<file path="config.mk">
export PLATFORM = sky130hd
export DESIGN_NAME = seg_display_scanner
export DESIGN_NICKNAME = d
export VERILOG_FILES = /design/src/rtl/seg_display_scanner.sv
export SDC_FILE = /design/constraint.sdc
export NUM_CORES = 1
export LEC_CHECK = 0
export ABC_AREA = 1
export ABC_CLOCK_PERIOD_IN_PS = 3750
export BUFFER_PORTS_ARGS = -buffer_cell sky130_fd_sc_hd__buf_4
export CORE_MARGIN = 5
export CORE_UTILIZATION = 35
export CTS_CLUSTER_DIAMETER = 200
export DETAILED_ROUTE_END_ITERATION = 10
export SLEW_MARGIN = 20
export SYNTH_ARGS = -nofsm -noshare
export SYNTH_HDL_FRONTEND = slang
export SYNTH_SLANG_ARGS = --single-unit
</file>
<file path="constraint.sdc">
create_clock -name clk -period 3.75 [get_ports clk]
set_input_delay 0.375 -clock clk [delete_from_list [all_inputs] [get_ports clk]]
set_output_delay 0.375 -clock clk [all_outputs]
set_load 0.01 [all_outputs]
</file>
<file path="src/rtl/seg_display_scanner.sv">
// seg_display_scanner
// Time-multiplexes NUM_DIGITS packed hex digits onto a common-anode 7-segment
// display. All digits and decimal points are snapshotted once per frame, so a
// frame never shows digits taken from two different counts. Each digit slot
// begins with BLANK_CYCLES of all-anodes-off to suppress ghosting.
// Optional macro SEG_LEADING_ZERO_BLANK_EN: blank leading zero digits (digit 0
// is never blanked); a blanked slot still pulses its anode so brightness stays
// uniform, and its decimal point is still driven from the dp snapshot.
module seg_display_scanner #(
    parameter int NUM_DIGITS   = 4,
    parameter int REFRESH_DIV  = 100000,
    parameter int BLANK_CYCLES = 16
) (
    input  logic                      clk,
    input  logic                      reset,
    input  logic                      en,
    input  logic [4*NUM_DIGITS-1:0]   digits,
    input  logic [NUM_DIGITS-1:0]     dp_mask,
    output logic [NUM_DIGITS-1:0]     an,
    output logic [6:0]                seg,
    output logic                      dp,
    output logic                      frame_done
);

    localparam int CW = $clog2(REFRESH_DIV);
    localparam int IW = $clog2(NUM_DIGITS);

    localparam logic [CW-1:0]         CNT_LAST  = CW'(REFRESH_DIV - 1);
    localparam logic [CW-1:0]         CNT_BLANK = CW'(BLANK_CYCLES);
    localparam logic [IW-1:0]         IDX_LAST  = IW'(NUM_DIGITS - 1);
    localparam logic [NUM_DIGITS-1:0] AN_OFF    = {NUM_DIGITS{1'b1}};
    localparam logic [NUM_DIGITS-1:0] AN_ONE    = {{(NUM_DIGITS-1){1'b0}}, 1'b1};
    localparam logic [6:0]            SEG_OFF   = 7'h7F;

    // Active-low segment pattern (gfedcba) for one hex value.
    function automatic logic [6:0] hex_to_seg(input logic [3:0] v);
        logic [6:0] s;
        case (v)
            4'h0:    s = 7'h40;
            4'h1:    s = 7'h79;
            4'h2:    s = 7'h24;
            4'h3:    s = 7'h30;
            4'h4:    s = 7'h19;
            4'h5:    s = 7'h12;
            4'h6:    s = 7'h02;
            4'h7:    s = 7'h78;
            4'h8:    s = 7'h00;
            4'h9:    s = 7'h10;
            4'hA:    s = 7'h08;
            4'hB:    s = 7'h03;
            4'hC:    s = 7'h46;
            4'hD:    s = 7'h21;
            4'hE:    s = 7'h06;
            4'hF:    s = 7'h0E;
            default: s = 7'h7F;
        endcase
        return s;
    endfunction

    // Scan position and frame snapshot.
    logic [CW-1:0]           cnt_q, cnt_d;
    logic [IW-1:0]           idx_q, idx_d;
    logic [4*NUM_DIGITS-1:0] snap_dig_q, snap_dig_d;
    logic [NUM_DIGITS-1:0]   snap_dp_q, snap_dp_d;

    // Registered outputs.
    logic [NUM_DIGITS-1:0]   an_q, an_d;
    logic [6:0]              seg_q, seg_d;
    logic                    dp_q, dp_d;
    logic                    frame_done_q, frame_done_d;

    logic                    slot_end_s;
    logic                    frame_end_s;
    logic [3:0]              cur_dig_s;
    logic                    cur_dp_s;
    logic                    cur_blank_s;

`ifdef SEG_LEADING_ZERO_BLANK_EN
    // Bit i set when digit i and every digit above it are zero (never digit 0).
    function automatic logic [NUM_DIGITS-1:0] lz_mask(input logic [4*NUM_DIGITS-1:0] d);
        logic [NUM_DIGITS-1:0] m;
        logic                  all_zero;
        m        = '0;
        all_zero = 1'b1;
        for (int i = NUM_DIGITS - 1; i >= 1; i--) begin
            if (d[4*i +: 4] != 4'h0) begin
                all_zero = 1'b0;
            end else begin
                all_zero = all_zero;
            end
            m[i] = all_zero;
        end
        return m;
    endfunction

    logic [NUM_DIGITS-1:0] blank_q;

    // Blank mask follows the snapshot; it only changes when the snapshot loads.
    always_ff @(posedge clk) begin
        if (reset) begin
            blank_q <= lz_mask({(4*NUM_DIGITS){1'b0}});
        end else begin
            blank_q <= lz_mask(snap_dig_d);
        end
    end

    assign cur_blank_s = blank_q[idx_q];
`else
    assign cur_blank_s = 1'b0;
`endif

    assign slot_end_s  = (cnt_q == CNT_LAST);
    assign frame_end_s = slot_end_s && (idx_q == IDX_LAST);
    assign cur_dig_s   = snap_dig_q[{idx_q, 2'b00} +: 4];
    assign cur_dp_s    = snap_dp_q[idx_q];

    // Next scan position and snapshot; disable parks the scan and tracks inputs.
    always_comb begin
        cnt_d      = cnt_q;
        idx_d      = idx_q;
        snap_dig_d = snap_dig_q;
        snap_dp_d  = snap_dp_q;
        if (!en) begin
            cnt_d      = '0;
            idx_d      = '0;
            snap_dig_d = digits;
            snap_dp_d  = dp_mask;
        end else begin
            if (slot_end_s) begin
                cnt_d = '0;
                if (idx_q == IDX_LAST) begin
                    idx_d = '0;
                end else begin
                    idx_d = idx_q + IW'(1);
                end
            end else begin
                cnt_d = cnt_q + CW'(1);
            end
            if (frame_end_s) begin
                snap_dig_d = digits;
                snap_dp_d  = dp_mask;
            end else begin
                snap_dig_d = snap_dig_q;
                snap_dp_d  = snap_dp_q;
            end
        end
    end

    // Next display drive: dark during disable and the slot's blanking window.
    always_comb begin
        an_d         = AN_OFF;
        seg_d        = SEG_OFF;
        dp_d         = 1'b1;
        frame_done_d = 1'b0;
        if (!en) begin
            frame_done_d = 1'b0;
        end else begin
            frame_done_d = frame_end_s;
            if (cnt_q < CNT_BLANK) begin
                an_d = AN_OFF;
            end else begin
                an_d  = ~(AN_ONE << idx_q);
                seg_d = cur_blank_s ? SEG_OFF : hex_to_seg(cur_dig_s);
                dp_d  = ~cur_dp_s;
            end
        end
    end

    // State and output registers with synchronous reset.
    always_ff @(posedge clk) begin
        if (reset) begin
            cnt_q        <= '0;
            idx_q        <= '0;
            snap_dig_q   <= '0;
            snap_dp_q    <= '0;
            an_q         <= AN_OFF;
            seg_q        <= SEG_OFF;
            dp_q         <= 1'b1;
            frame_done_q <= 1'b0;
        end else begin
            cnt_q        <= cnt_d;
            idx_q        <= idx_d;
            snap_dig_q   <= snap_dig_d;
            snap_dp_q    <= snap_dp_d;
            an_q         <= an_d;
            seg_q        <= seg_d;
            dp_q         <= dp_d;
            frame_done_q <= frame_done_d;
        end
    end

    assign an         = an_q;
    assign seg        = seg_q;
    assign dp         = dp_q;
    assign frame_done = frame_done_q;

endmodule

</file>
==> flow_summary.yaml <==
cells_and_area:
  layout.nets: 444
  final_area_um2: 3020
  multiInputGateArea_um2: 1320
  seq_area_um2: 1040
  instances_no_fill: 509
  drive_gt1_share_pct: 14.9
  post-route-util_pct: 41.4
  areaGrowthSynthToFinish_pct: 14.6
  n_antenna_cell: 0
  nFillCells: 810
power:
  leakage_uw: 0.00128
  internal-power_uw: 737
  powerDensity_nw_per_um2: 326
  p_clk_share_pct: 31.4
  max-vdd-ir-drop_v: 0.000157
  p_switching_uw: 246
  power_frac_seq_pct: 58.5
  p_sw_share_pct: 25.0
  share_comb_of_total_power_pct: 10.1
  power.total_uw: 983
global_route:
  grt_pass1_wl_um: 9800
  antenna_found_initial: 0
  grtUsageTotal_pct: 12.3
  grt.overflow.total: 0
  grt_max_degree: 42
  grt_pass1_vias: 2281
setup_path:
  critical_path_arrival_ns: 2.25
  worst_path_dominant_cell_family: "flip-flops"
  crit_chain: "inv_1 > a21oi_1 > o21ai_0 > nand2_1 > inv_1 > ha_1 > nand2_1 > nand2_1 > o21ai_0 > nand2_1"
  reg2reg_to: "seg[3]$_SDFF_PP1_"
  path_class: "register to register"
  crit_required_ns: 3.95
  rrSetupSlack_ns: 1.70
  crit_fanout: 8
  critical_path.startpoint_type: "register"
  crit_path_top_delay_cell: "dfxtp_1"
  r2r-start: "idx_q[1]$_SDFFE_PP0N_"
  cp-end-kind: "register"
  path_common_cell: "nand2_1"
  slowest_delay_ns: 0.52
  r2r_cells: 10
  crit_buf_inv: 2
synth:
  ys_types: 26
  netlist_area_um2: 2630
  synth_edf_count: 0
  ys_seq_elements: 52
  ys_top_cells_by_count: "nand2_1 (82), nor2_1 (53), dfxtp_1 (52), inv_1 (42), nand3_1 (42)"
  synthArstFlopShare_pct: 0
  mappedNetlistNets: 416
  synth_top_area_cell: "dfxtp_1"
  synth.most_common_cell: "nand2_1"
  synth_ff_type: "dfxtp_1"
  yosysTopAreaCellShare_pct: 39.5
  ys_seq_area_share_pct: 39.5
  syn_area_per_cell_um2: 6.89
  synth_area_leaders: "dfxtp_1 (40%), nand2_1 (12%), nand3_1 (8.0%)"
  synthCells: 382
  ys.warnings.count: 0
timing:
  max-slew-margin-rel_pct: 56.7
  clock.fmax_mhz: 488
  max_slew.worst_pin.slew_ns: 0.648
  hold_viol: 0
  rsz0062_at_grt: "false"
  setup_violations: 0
  clock-skew-final_ns: 0.0133
  fin_crit_sh_pct: 54.7
  tns_ns: 0
  min_period_ns: 2.05
  finalMaxSlewViolations: 0
placed_design:
  place_area_um2: 2940
  post-place-cells: 502
  hpwl_um: 4060
  io_buffers: 35
  gp_congestion: 0.821
die:
  die_area_um2: 9360
  placeableCoreArea_um2: 7290
  start_util_pct: 36.1
  ios: 36
  die_w_um: 96.7
  die_height_um: 96.7
  rows: 31
min_path:
  hold_end: "snap_dig_q[6]$_SDFFE_PP0P_"
  hp-class: "input pin to register"
  min-delay-start: "digits[6]"
  holdPathStages: 3
clock_tree:
  clock_latency_ns: 0.30
  cts_max_level: 2
  tritoncts: "done"
  cts_resized: 0
  cts.sinks: 52
  clk_path_buf_depth: 2
  cts-root-buf: "clkbuf_8"
  clk_pin_slew_ns: 0.10
  cts_hold_buf: 0
  cts_buffers: 5
  cts_setup_buffers: 0
detailed_routing:
  vias_per_cell: 4.64
  vias: 2361
  route.detailed.drc: 0
  drtIter0Drc: 87
  antenna_left: 0
  dr.pass1.iters: 4
  wl_per_cell_um: 11.0
  finalWirelength_um: 5590
job:
  maxCapViolations: 0
run_status:
  status: "finished, final reports clean"
## per-stage QoR
step                      setup slack (ns)  hold WS, ns
after floorplan                       2.10        0.417
after global placement                1.76        0.430
after detailed placement              1.73        0.441
after CTS                             1.70        0.272
after global routing                  1.40        0.269
final                                 1.70        0.281
## power groups by stage
stage               Combinational, µW  Sequential (µW)  Clock [µW]
global placement                 98.3              587           0
finish                           99.2              575         309
floorplan                        70.3              586           0
global route                      116              577         352
detailed placement               99.5              588           0
CTS                              99.8              575         328
## cells by family after synthesis
logic type / after synthesis / share of synthesized area (%)
xor gates and xnor gates: 4 / 1.33
adders and majority gates: 11 / 5.23
and+or+nand+nor: 203 / 33.9
AOI/OAI and AO/OA: 48 / 9.70
DFF: 52 / 39.5
buffers and inverters: 64 / 10.3
## placed cells by master (no fill, tap or decap), types with 4 or more instances in the layout
master    netlist  routed
inv_1          42      42
a21oi_1        29      29
xor2_1          4       4
clkbuf_8        0       5
nor3_1          9       9
nand4_1         7       7
nand3_1        42      42
nor2_2          4       4
ha_1           11      11
o21ai_0        15      15
nor2_1         53      53
inv_2           7       7
dfxtp_1        52      52
buf_4           1      35
a21oi_2         4       4
nand2_1        82      82
## state kept, by name (all words and copies together), names as in the netlist
register / count
an: 4
cnt_q: 17
dp: 1
frame_done: 1
idx_q: 2
seg: 7
snap_dig_q: 16
snap_dp_q: 4
## metal layers
| metal | global-route usage (%) | wire length, µm | vias to the layer above |
|---|---|---|---|
| met5 | 0 | 0 | - |
| li1 | - | - | 1265 |
| met3 | 2.95 | 264 | 9 |
| met2 | 21.1 | 2530 | 49 |
| met4 | 4.54 | 99 | 0 |
| met1 | 14.8 | 2690 | 1038 |
## tightest hold or removal path, stage by stage
cell     delay (ns)
buf_4          0.07
a21oi_1        0.03
nor2_1         0.08
## final cells by class
type	instances	area share, %
Inverter	50	6.22
Tap cell	99	4.10
Clock buffer	5	2.28
Sequential cell	52	34.5
Multi-Input combinational cell	266	43.8
Timing Repair Buffer	35	8.71
Clock inverter	2	0.415
## worst max-delay path by stage
stage,from,end,cells after the start
4_1_cts,idx_q[1]$_SDFFE_PP0N_,seg[3]$_SDFF_PP1_,10
5_1_grt,idx_q[1]$_SDFFE_PP0N_,seg[3]$_SDFF_PP1_,10
3_5_place_dp,idx_q[1]$_SDFFE_PP0N_,seg[3]$_SDFF_PP1_,10
6_report,idx_q[1]$_SDFFE_PP0N_,seg[3]$_SDFF_PP1_,10
3_3_place_gp,idx_q[1]$_SDFFE_PP0N_,seg[3]$_SDFF_PP1_,10
2_1_floorplan,idx_q[0]$_SDFFE_PP0N_,seg[3]$_SDFF_PP1_,11
(Power assumes the default switching activity.)
